### src/rtl/hdmi_timing_pkg.sv
// Shared 640x480@60 timing defaults, the RGB888 pixel type and the colour-bar palette
// for the video timing generator.
package hdmi_timing_pkg;

    localparam int DEF_H_ACTIVE = 640;
    localparam int DEF_H_FP     = 16;
    localparam int DEF_H_SYNC   = 96;
    localparam int DEF_H_BP     = 48;
    localparam int DEF_V_ACTIVE = 480;
    localparam int DEF_V_FP     = 10;
    localparam int DEF_V_SYNC   = 2;
    localparam int DEF_V_BP     = 33;
    localparam int DEF_CW       = 11;

    typedef logic [23:0] rgb888_t;

    localparam rgb888_t RGB_WHITE   = 24'hFFFFFF;
    localparam rgb888_t RGB_YELLOW  = 24'hFFFF00;
    localparam rgb888_t RGB_CYAN    = 24'h00FFFF;
    localparam rgb888_t RGB_GREEN   = 24'h00FF00;
    localparam rgb888_t RGB_MAGENTA = 24'hFF00FF;
    localparam rgb888_t RGB_RED     = 24'hFF0000;
    localparam rgb888_t RGB_BLUE    = 24'h0000FF;
    localparam rgb888_t RGB_BLACK   = 24'h000000;

    typedef enum logic [2:0] {
        BAR_WHITE, BAR_YELLOW, BAR_CYAN, BAR_GREEN,
        BAR_MAGENTA, BAR_RED, BAR_BLUE, BAR_BLACK
    } bar_e;

    function automatic rgb888_t bar_color(input logic [2:0] idx);
        case (bar_e'(idx))
            BAR_WHITE:   return RGB_WHITE;
            BAR_YELLOW:  return RGB_YELLOW;
            BAR_CYAN:    return RGB_CYAN;
            BAR_GREEN:   return RGB_GREEN;
            BAR_MAGENTA: return RGB_MAGENTA;
            BAR_RED:     return RGB_RED;
            BAR_BLUE:    return RGB_BLUE;
            default:     return RGB_BLACK;
        endcase
    endfunction

endpackage

### src/rtl/hdmi_video_timing_if.sv
// Pixel-request bus plus the timing/colour outputs that feed the TMDS encoder.
// master = timing generator, slave = pixel source / encoder side.
interface hdmi_video_timing_if
    import hdmi_timing_pkg::*;
#(
    parameter int CW = DEF_CW
);
    logic          pix_req;
    logic [CW-1:0] pix_x;
    logic [CW-1:0] pix_y;
    rgb888_t       rgb_in;
    logic          hsync;
    logic          vsync;
    logic          vde;
    logic [7:0]    red;
    logic [7:0]    green;
    logic [7:0]    blue;
    logic          frame_start;
    logic          line_start;

    modport master (
        output pix_req, pix_x, pix_y,
        output hsync, vsync, vde, red, green, blue, frame_start, line_start,
        input  rgb_in
    );

    modport slave (
        input  pix_req, pix_x, pix_y,
        input  hsync, vsync, vde, red, green, blue, frame_start, line_start,
        output rgb_in
    );
endinterface

### src/rtl/hdmi_color_bars.sv
// Eight vertical colour bars, each H_ACTIVE/8 pixels wide; output is registered so it
// lines up with the stage-1 pixel request. Used only when HDMI_TEST_PATTERN_EN is defined.
module hdmi_color_bars
    import hdmi_timing_pkg::*;
#(
    parameter int H_ACTIVE = DEF_H_ACTIVE,
    parameter int CW       = DEF_CW
) (
    input  logic    pixel_clk,
    input  logic    reset,
    input  logic    active,
    input  logic    line_first,
    output rgb888_t color
);
    localparam int            BAR_W    = H_ACTIVE >> 3;
    localparam logic [CW-1:0] BAR_LAST = CW'(BAR_W - 1);

    logic [CW-1:0] width_q, width_d, width_cur;
    logic [2:0]    idx_q, idx_d, idx_cur;
    rgb888_t       color_q, color_d;

    // Column 0 of a line restarts the bar sequence without waiting for a register update.
    always_comb begin
        width_cur = line_first ? BAR_LAST : width_q;
        idx_cur   = line_first ? 3'd0 : idx_q;
        width_d   = width_q;
        idx_d     = idx_q;
        color_d   = RGB_BLACK;
        if (active) begin
            color_d = bar_color(idx_cur);
            if (width_cur == '0) begin
                width_d = BAR_LAST;
                idx_d   = idx_cur + 3'd1;
            end else begin
                width_d = width_cur - CW'(1);
                idx_d   = idx_cur;
            end
        end
    end

    always_ff @(posedge pixel_clk) begin
        if (reset) begin
            width_q <= BAR_LAST;
            idx_q   <= 3'd0;
            color_q <= RGB_BLACK;
        end else begin
            width_q <= width_d;
            idx_q   <= idx_d;
            color_q <= color_d;
        end
    end

    assign color = color_q;
endmodule

### src/rtl/hdmi_video_timing.sv
// Video timing generator: counters -> registered pixel request -> registered TMDS controls.
// Optional colour-bar source is enabled by defining HDMI_TEST_PATTERN_EN.
module hdmi_video_timing
    import hdmi_timing_pkg::*;
#(
    parameter int H_ACTIVE   = DEF_H_ACTIVE,
    parameter int H_FP       = DEF_H_FP,
    parameter int H_SYNC     = DEF_H_SYNC,
    parameter int H_BP       = DEF_H_BP,
    parameter int V_ACTIVE   = DEF_V_ACTIVE,
    parameter int V_FP       = DEF_V_FP,
    parameter int V_SYNC     = DEF_V_SYNC,
    parameter int V_BP       = DEF_V_BP,
    parameter bit H_SYNC_POL = 1'b1,
    parameter bit V_SYNC_POL = 1'b1,
    parameter int CW         = DEF_CW
) (
    input logic                 pixel_clk,
    input logic                 reset,
    input logic                 enable,
    input logic                 test_mode,
    hdmi_video_timing_if.master vid
);
    localparam int H_TOTAL = H_ACTIVE + H_FP + H_SYNC + H_BP;
    localparam int V_TOTAL = V_ACTIVE + V_FP + V_SYNC + V_BP;

    localparam logic [CW-1:0] H_ACT_C = CW'(H_ACTIVE);
    localparam logic [CW-1:0] H_LAST  = CW'(H_TOTAL - 1);
    localparam logic [CW-1:0] HS_BEG  = CW'(H_ACTIVE + H_FP);
    localparam logic [CW-1:0] HS_END  = CW'(H_ACTIVE + H_FP + H_SYNC);
    localparam logic [CW-1:0] V_ACT_C = CW'(V_ACTIVE);
    localparam logic [CW-1:0] V_LAST  = CW'(V_TOTAL - 1);
    localparam logic [CW-1:0] VS_BEG  = CW'(V_ACTIVE + V_FP);
    localparam logic [CW-1:0] VS_END  = CW'(V_ACTIVE + V_FP + V_SYNC);

    logic [CW-1:0] h_cnt_q, h_cnt_d, v_cnt_q, v_cnt_d;
    logic [CW-1:0] pix_x_q, pix_x_d, pix_y_q, pix_y_d;
    logic          pix_req_q, pix_req_d;
    logic          hs1_q, hs1_d, vs1_q, vs1_d, fs1_q, fs1_d, ls1_q, ls1_d;
    logic          vde_q, vde_d;
    logic          hs2_q, hs2_d, vs2_q, vs2_d, fs2_q, fs2_d, ls2_q, ls2_d;
    logic          in_active, h_first, h_wrap, clr;
    rgb888_t       rgb_sel;

    // Disabling behaves exactly like reset so a mid-frame drop aborts cleanly.
    assign clr = reset || !enable;

    always_comb begin
        in_active = (h_cnt_q < H_ACT_C) && (v_cnt_q < V_ACT_C);
        h_first   = (h_cnt_q == '0);
        h_wrap    = (h_cnt_q == H_LAST);

        h_cnt_d = h_wrap ? '0 : h_cnt_q + CW'(1);
        v_cnt_d = v_cnt_q;
        if (h_wrap) begin
            v_cnt_d = (v_cnt_q == V_LAST) ? '0 : v_cnt_q + CW'(1);
        end

        pix_req_d = in_active;
        pix_x_d   = in_active ? h_cnt_q : pix_x_q;
        pix_y_d   = in_active ? v_cnt_q : pix_y_q;
        hs1_d     = (h_cnt_q >= HS_BEG) && (h_cnt_q < HS_END);
        vs1_d     = (v_cnt_q >= VS_BEG) && (v_cnt_q < VS_END);
        fs1_d     = in_active && h_first && (v_cnt_q == '0);
        ls1_d     = in_active && h_first;

        vde_d = pix_req_q;
        hs2_d = hs1_q;
        vs2_d = vs1_q;
        fs2_d = fs1_q;
        ls2_d = ls1_q;
    end

    always_ff @(posedge pixel_clk) begin
        if (clr) begin
            h_cnt_q   <= '0;
            v_cnt_q   <= '0;
            pix_req_q <= 1'b0;
            pix_x_q   <= '0;
            pix_y_q   <= '0;
            hs1_q     <= 1'b0;
            vs1_q     <= 1'b0;
            fs1_q     <= 1'b0;
            ls1_q     <= 1'b0;
            vde_q     <= 1'b0;
            hs2_q     <= 1'b0;
            vs2_q     <= 1'b0;
            fs2_q     <= 1'b0;
            ls2_q     <= 1'b0;
        end else begin
            h_cnt_q   <= h_cnt_d;
            v_cnt_q   <= v_cnt_d;
            pix_req_q <= pix_req_d;
            pix_x_q   <= pix_x_d;
            pix_y_q   <= pix_y_d;
            hs1_q     <= hs1_d;
            vs1_q     <= vs1_d;
            fs1_q     <= fs1_d;
            ls1_q     <= ls1_d;
            vde_q     <= vde_d;
            hs2_q     <= hs2_d;
            vs2_q     <= vs2_d;
            fs2_q     <= fs2_d;
            ls2_q     <= ls2_d;
        end
    end

`ifdef HDMI_TEST_PATTERN_EN
    rgb888_t bar1_color;
    rgb888_t bar2_q, bar2_d;

    hdmi_color_bars #(
        .H_ACTIVE (H_ACTIVE),
        .CW       (CW)
    ) u_color_bars (
        .pixel_clk  (pixel_clk),
        .reset      (clr),
        .active     (in_active),
        .line_first (h_first),
        .color      (bar1_color)
    );

    // Extra stage keeps the bars level with rgb_in, which arrives one cycle after pix_req.
    always_comb bar2_d = bar1_color;

    always_ff @(posedge pixel_clk) begin
        if (clr) bar2_q <= RGB_BLACK;
        else     bar2_q <= bar2_d;
    end

    assign rgb_sel = test_mode ? bar2_q : vid.rgb_in;
`else
    logic unused_test_mode;
    assign unused_test_mode = test_mode;
    assign rgb_sel          = vid.rgb_in;
`endif

    assign vid.pix_req     = pix_req_q;
    assign vid.pix_x       = pix_x_q;
    assign vid.pix_y       = pix_y_q;
    assign vid.vde         = vde_q;
    assign vid.frame_start = fs2_q;
    assign vid.line_start  = ls2_q;
    assign vid.hsync       = H_SYNC_POL ? hs2_q : ~hs2_q;
    assign vid.vsync       = V_SYNC_POL ? vs2_q : ~vs2_q;
    assign vid.red         = vde_q ? rgb_sel[23:16] : 8'h00;
    assign vid.green       = vde_q ? rgb_sel[15:8]  : 8'h00;
    assign vid.blue        = vde_q ? rgb_sel[7:0]   : 8'h00;
endmodule

### src/flat_wrapper.sv
// flat-port wrapper written by rule: the top's interface ports become plain ports
module hdmi_video_timing_flat import hdmi_timing_pkg::*;
#(
    parameter int H_ACTIVE   = DEF_H_ACTIVE,
    parameter int H_FP       = DEF_H_FP,
    parameter int H_SYNC     = DEF_H_SYNC,
    parameter int H_BP       = DEF_H_BP,
    parameter int V_ACTIVE   = DEF_V_ACTIVE,
    parameter int V_FP       = DEF_V_FP,
    parameter int V_SYNC     = DEF_V_SYNC,
    parameter int V_BP       = DEF_V_BP,
    parameter bit H_SYNC_POL = 1'b1,
    parameter bit V_SYNC_POL = 1'b1,
    parameter int CW         = DEF_CW
)
  (pixel_clk, reset, enable, test_mode, vid_pix_req, vid_pix_x, vid_pix_y, vid_hsync, vid_vsync, vid_vde, vid_red, vid_green, vid_blue, vid_frame_start, vid_line_start, vid_rgb_in);
  hdmi_video_timing_if #(.CW(CW)) vid_i ();
  input logic pixel_clk;
  input logic reset;
  input logic enable;
  input logic test_mode;
  output wire logic [$bits(vid_i.pix_req)-1:0] vid_pix_req;
  output wire logic [$bits(vid_i.pix_x)-1:0] vid_pix_x;
  output wire logic [$bits(vid_i.pix_y)-1:0] vid_pix_y;
  output wire logic [$bits(vid_i.hsync)-1:0] vid_hsync;
  output wire logic [$bits(vid_i.vsync)-1:0] vid_vsync;
  output wire logic [$bits(vid_i.vde)-1:0] vid_vde;
  output wire logic [$bits(vid_i.red)-1:0] vid_red;
  output wire logic [$bits(vid_i.green)-1:0] vid_green;
  output wire logic [$bits(vid_i.blue)-1:0] vid_blue;
  output wire logic [$bits(vid_i.frame_start)-1:0] vid_frame_start;
  output wire logic [$bits(vid_i.line_start)-1:0] vid_line_start;
  input wire logic [$bits(vid_i.rgb_in)-1:0] vid_rgb_in;
  assign vid_pix_req = vid_i.pix_req;
  assign vid_pix_x = vid_i.pix_x;
  assign vid_pix_y = vid_i.pix_y;
  assign vid_hsync = vid_i.hsync;
  assign vid_vsync = vid_i.vsync;
  assign vid_vde = vid_i.vde;
  assign vid_red = vid_i.red;
  assign vid_green = vid_i.green;
  assign vid_blue = vid_i.blue;
  assign vid_frame_start = vid_i.frame_start;
  assign vid_line_start = vid_i.line_start;
  assign vid_i.rgb_in = vid_rgb_in;
  hdmi_video_timing #(.H_ACTIVE(H_ACTIVE), .H_FP(H_FP), .H_SYNC(H_SYNC), .H_BP(H_BP), .V_ACTIVE(V_ACTIVE), .V_FP(V_FP), .V_SYNC(V_SYNC), .V_BP(V_BP), .H_SYNC_POL(H_SYNC_POL), .V_SYNC_POL(V_SYNC_POL), .CW(CW)) u_core (.pixel_clk(pixel_clk), .reset(reset), .enable(enable), .test_mode(test_mode), .vid(vid_i));
endmodule
### config.mk
export PLATFORM = sky130hd
export DESIGN_NAME = hdmi_video_timing_flat
export DESIGN_NICKNAME = d
export VERILOG_FILES = /design/src/rtl/hdmi_timing_pkg.sv /design/src/rtl/hdmi_video_timing_if.sv /design/src/rtl/hdmi_color_bars.sv /design/src/rtl/hdmi_video_timing.sv /design/src/flat_wrapper.sv
export SDC_FILE = /design/constraint.sdc
export NUM_CORES = 1
export LEC_CHECK = 0
export ABC_AREA = 1
export ABC_CLOCK_PERIOD_IN_PS = 1780
export CAP_MARGIN = 15
export CORE_MARGIN = 10
export CORE_UTILIZATION = 40
export CTS_CLUSTER_DIAMETER = 80
export DETAILED_ROUTE_END_ITERATION = 16
export PLACE_DENSITY = 0.78
export SYNTH_ARGS = -nofsm -noshare
export SYNTH_HDL_FRONTEND = slang
export SYNTH_SLANG_ARGS = --single-unit
### constraint.sdc
create_clock -name pixel_clk -period 1.78 [get_ports pixel_clk]
set_input_delay 0.178 -clock pixel_clk [delete_from_list [all_inputs] [get_ports pixel_clk]]
set_output_delay 0.178 -clock pixel_clk [all_outputs]
set_load 0.01 [all_outputs]
==> impl_metrics.csv <==
group,metric,value,unit
timing,fmax,595,MHz
clock_network,cts.htree.levels,2,
setup_path,arrival,1.50,ns
finish,n_antenna_cell,0,
placement,placed_area,3390,um^2
clock_network,clock_sinks,54,
floorplan,num_rows,28,
setup_path,required,1.60,ns
logic_synthesis,syn_inst,380,
floorplan,coreArea,5990,um^2
floorplan,io_pins,80,
clock_network,cts_setup_buffers,0,
placement,port_buffers,78,
timing,fin_tns_setup,0,ns
setup_path,crit_path_start_kind,"register",
power,p_per_area,617,nW/um^2
logic_synthesis,synth_area,2490,um^2
floorplan,initial_core_util,41.6,%
route,vias_per_cell,4.68,
job,drv_cap,0,
timing,fin_skew,0.00692,ns
route,postRouteAntennaNets,0,
clock_network,cts_tree,"done",
timing,rsz0062_at_grt,"false",
clock_network,clockBufferDepth,2,
logic_synthesis,ys_warn_count,0,
setup_path,cp.depth,4,
worst_hold_path,hold_path_depth,2,
global_routing,grt_usage,13.0,%
route,drt_iter0_drc,139,
logic_synthesis,yosysSeqAreaShare,43.4,%
route,drt_wl_total,6490,um
setup_path,reg2reg_depth,9,
clock_network,cts_hold_buffers,0,
worst_hold_path,holdCritPathClass,"reg2reg",
floorplan,dieArea,9780,um^2
placement,routabilityCongestion,0.918,
timing,period_share,94.4,%
setup_path,crit_type,"reg2out",
setup_path,slowest_stage,"clkdlybuf4s50_1",
global_routing,grt-ovfl-total,0,
setup_path,cp_top_family,"buffers and inverters",
clock_network,cts-root-buf,"clkbuf_8",
finish,layout.nets,496,
outcome,status,"finished, final reports clean",
route,firstDrtPassIters,4,
finish,drive_gt1_share,5.16,%
logic_synthesis,ys_ff_latch,54,
finish,fin_area,3520,um^2
timing,slew-limit-headroom,73.9,%
setup_path,max_stage_delay,0.55,ns
power,ir_worst_vdd,0.000422,V
setup_path,critPathBufInv,3,
route,drc,0,
logic_synthesis,synth.distinct_cells,23,
setup_path,cp_max_fo,25,
logic_synthesis,avgSynthCellArea,6.56,um^2
clock_network,insertion_delay,0.31,ns
timing,fin_crit,1.68,ns
finish,synthToLayoutAreaGrowth,41.2,%
global_routing,grt_pass1_vias,2271,
power,leakage,1.66,nW
timing,hold_violations,0,
floorplan,die_w,98.9,um
timing,final-setup-viol-count,0,
power,fin_total_pwr,2.17,mW
clock_network,cts_buffers,5,
global_routing,antenna_found_initial,0,
setup_path,path_cells,"buf_8 -> nand2_1 -> inv_1 -> clkdlybuf4s50_1",
timing,tightest_slew,0.391,ns
floorplan,die_h,98.9,um
route,vias,2527,
route,wire_per_inst,12.0,um
clock_network,path_clk_slew,0.09,ns
placement,dp_hpwl,5210,um
setup_path,critPathCaptureType,"primary output",
global_routing,grt_pass1_wl,10800,um
timing,slew_violations,0,
global_routing,grt_max_degree,26,
logic_synthesis,syn_nets,412,
-- logic make-up after synthesis --
kind of cell,Yosys count,share of synthesized area [%]
and+or+nand+nor,217,36.2
buffers and inverters,76,12.3
DFF,54,43.4
AOI/OAI and AO/OA,27,5.47
adders and majority gates,4,2.01
xor gates and xnor gates,2,0.703
-- state kept, by name (all words and copies together) (netlist names) --
signal and count:
u_core.vid.hsync 1, u_core.vid.vde 1, u_core.fs1_q 1, u_core.vid.frame_start 1
u_core.vid.pix_x 11, u_core.v_cnt_q 11, u_core.vs1_q 1, u_core.vid.vsync 1
u_core.hs1_q 1, u_core.vid.pix_y 11, u_core.vid.pix_req 1, u_core.ls1_q 1
u_core.vid.line_start 1, u_core.h_cnt_q 11
-- final timing paths --
path / start / to / slack, ns
hold / removal: u_core.fs1_q / u_core.vid.frame_start / 0.42
hold reg to reg: u_core.fs1_q / u_core.vid.frame_start / 0.42
setup reg to reg: u_core.h_cnt_q[0] / u_core.v_cnt_q[10] / 0.21
setup / recovery: u_core.vid.vde / vid_red[1] / 0.1
-- worst reg2reg max path: stages (launching register included) --
cell and delay [ns]:
dfxtp_1 0.39, ha_1 0.22, nand2_1 0.12, nor2_4 0.15
nand2_1 0.09, nor2_2 0.13, buf_12 0.14, nand2_1 0.07
nor2_1 0.09, nor2_1 0.05
-- area by class of cell --
class                   instances  area [um^2]
clock buffers                   6         72.6
clock inverters                 2         37.5
fillers                       544         2470
inverters                      65          244
multi-input cells             250         1110
flip-flops and latches         54         1080
well taps                      75         93.8
repair buffers                 88          878
-- synth_stat cells --
library cell / n / area share (%)
or2_2: 1 / 0.25
nor2_2: 2 / 0.50
buf_6: 1 / 0.45
a21oi_1: 6 / 1.2
o22ai_1: 1 / 0.25
o21ai_0: 17 / 3.4
inv_1: 65 / 9.8
buf_4: 2 / 0.60
ha_1: 4 / 2.0
nor3b_1: 4 / 1.2
dfxtp_1: 54 / 43
nor2_4: 1 / 0.45
nand4_1: 5 / 1.3
nor3_1: 7 / 1.4
nand2_2: 1 / 0.25
xor2_1: 2 / 0.70
o21ai_1: 3 / 0.60
clkbuf_1: 4 / 0.60
nor2_1: 86 / 13
buf_2: 4 / 0.80
nand2_1: 86 / 13
nor4_1: 2 / 0.50
nand3_1: 22 / 4.4
-- layer usage --
layer | track usage, % | routed length, um | up-vias
li1 | - | - | 1312
met1 | 15.9 | 2840 | 1110
met2 | 21.2 | 2890 | 95
met3 | 3.49 | 631 | 10
met4 | 5.40 | 129 | 0
met5 | 0 | 0 | -
-- power breakdown --
group	leakage, nW	internal [mW]	switching, mW
logic	1.18	0.0913	0.0594
clock network	0.0514	0.420	0.381
registers	0.436	1.22	0.00435
-- through the flow --
stage | utilization [%] | hold WS (ns) | std cells | setup slack, ns
finish | 58.7 | 0.416 | 540 | 0.0995
CTS | 58.5 | 0.418 | 540 | 0.00726
global placement | 56.6 | 0.398 | 532 | 0.192
global route | 58.7 | 0.441 | 540 | 0.00606
detailed placement | 56.6 | 0.405 | 532 | 0.167
floorplan | - | 0.380 | 380 | 0.405
-- placed cells by master (no fill, tap or decap), types with 2 or more instances in the layout --
master and count:
nand4_1 5, ha_1 4, a21oi_1 6, buf_4 8, nor2_2 3, xor2_1 2, nor3b_1 4, nand2_1 85
nor3_1 7, nor2_1 85, nor4_1 2, inv_1 65, nand2_2 2, clkbuf_8 5, o21ai_0 17, o21ai_1 3
clkdlybuf4s50_1 77, nand3_1 22, dfxtp_1 54
-- timing repair --
item / CTS / global route
hold endpoints to repair: 0 / 0
setup endpoints to repair: 0 / 47
gates resized for setup: 0 / 5
(Power assumes the default switching activity.)
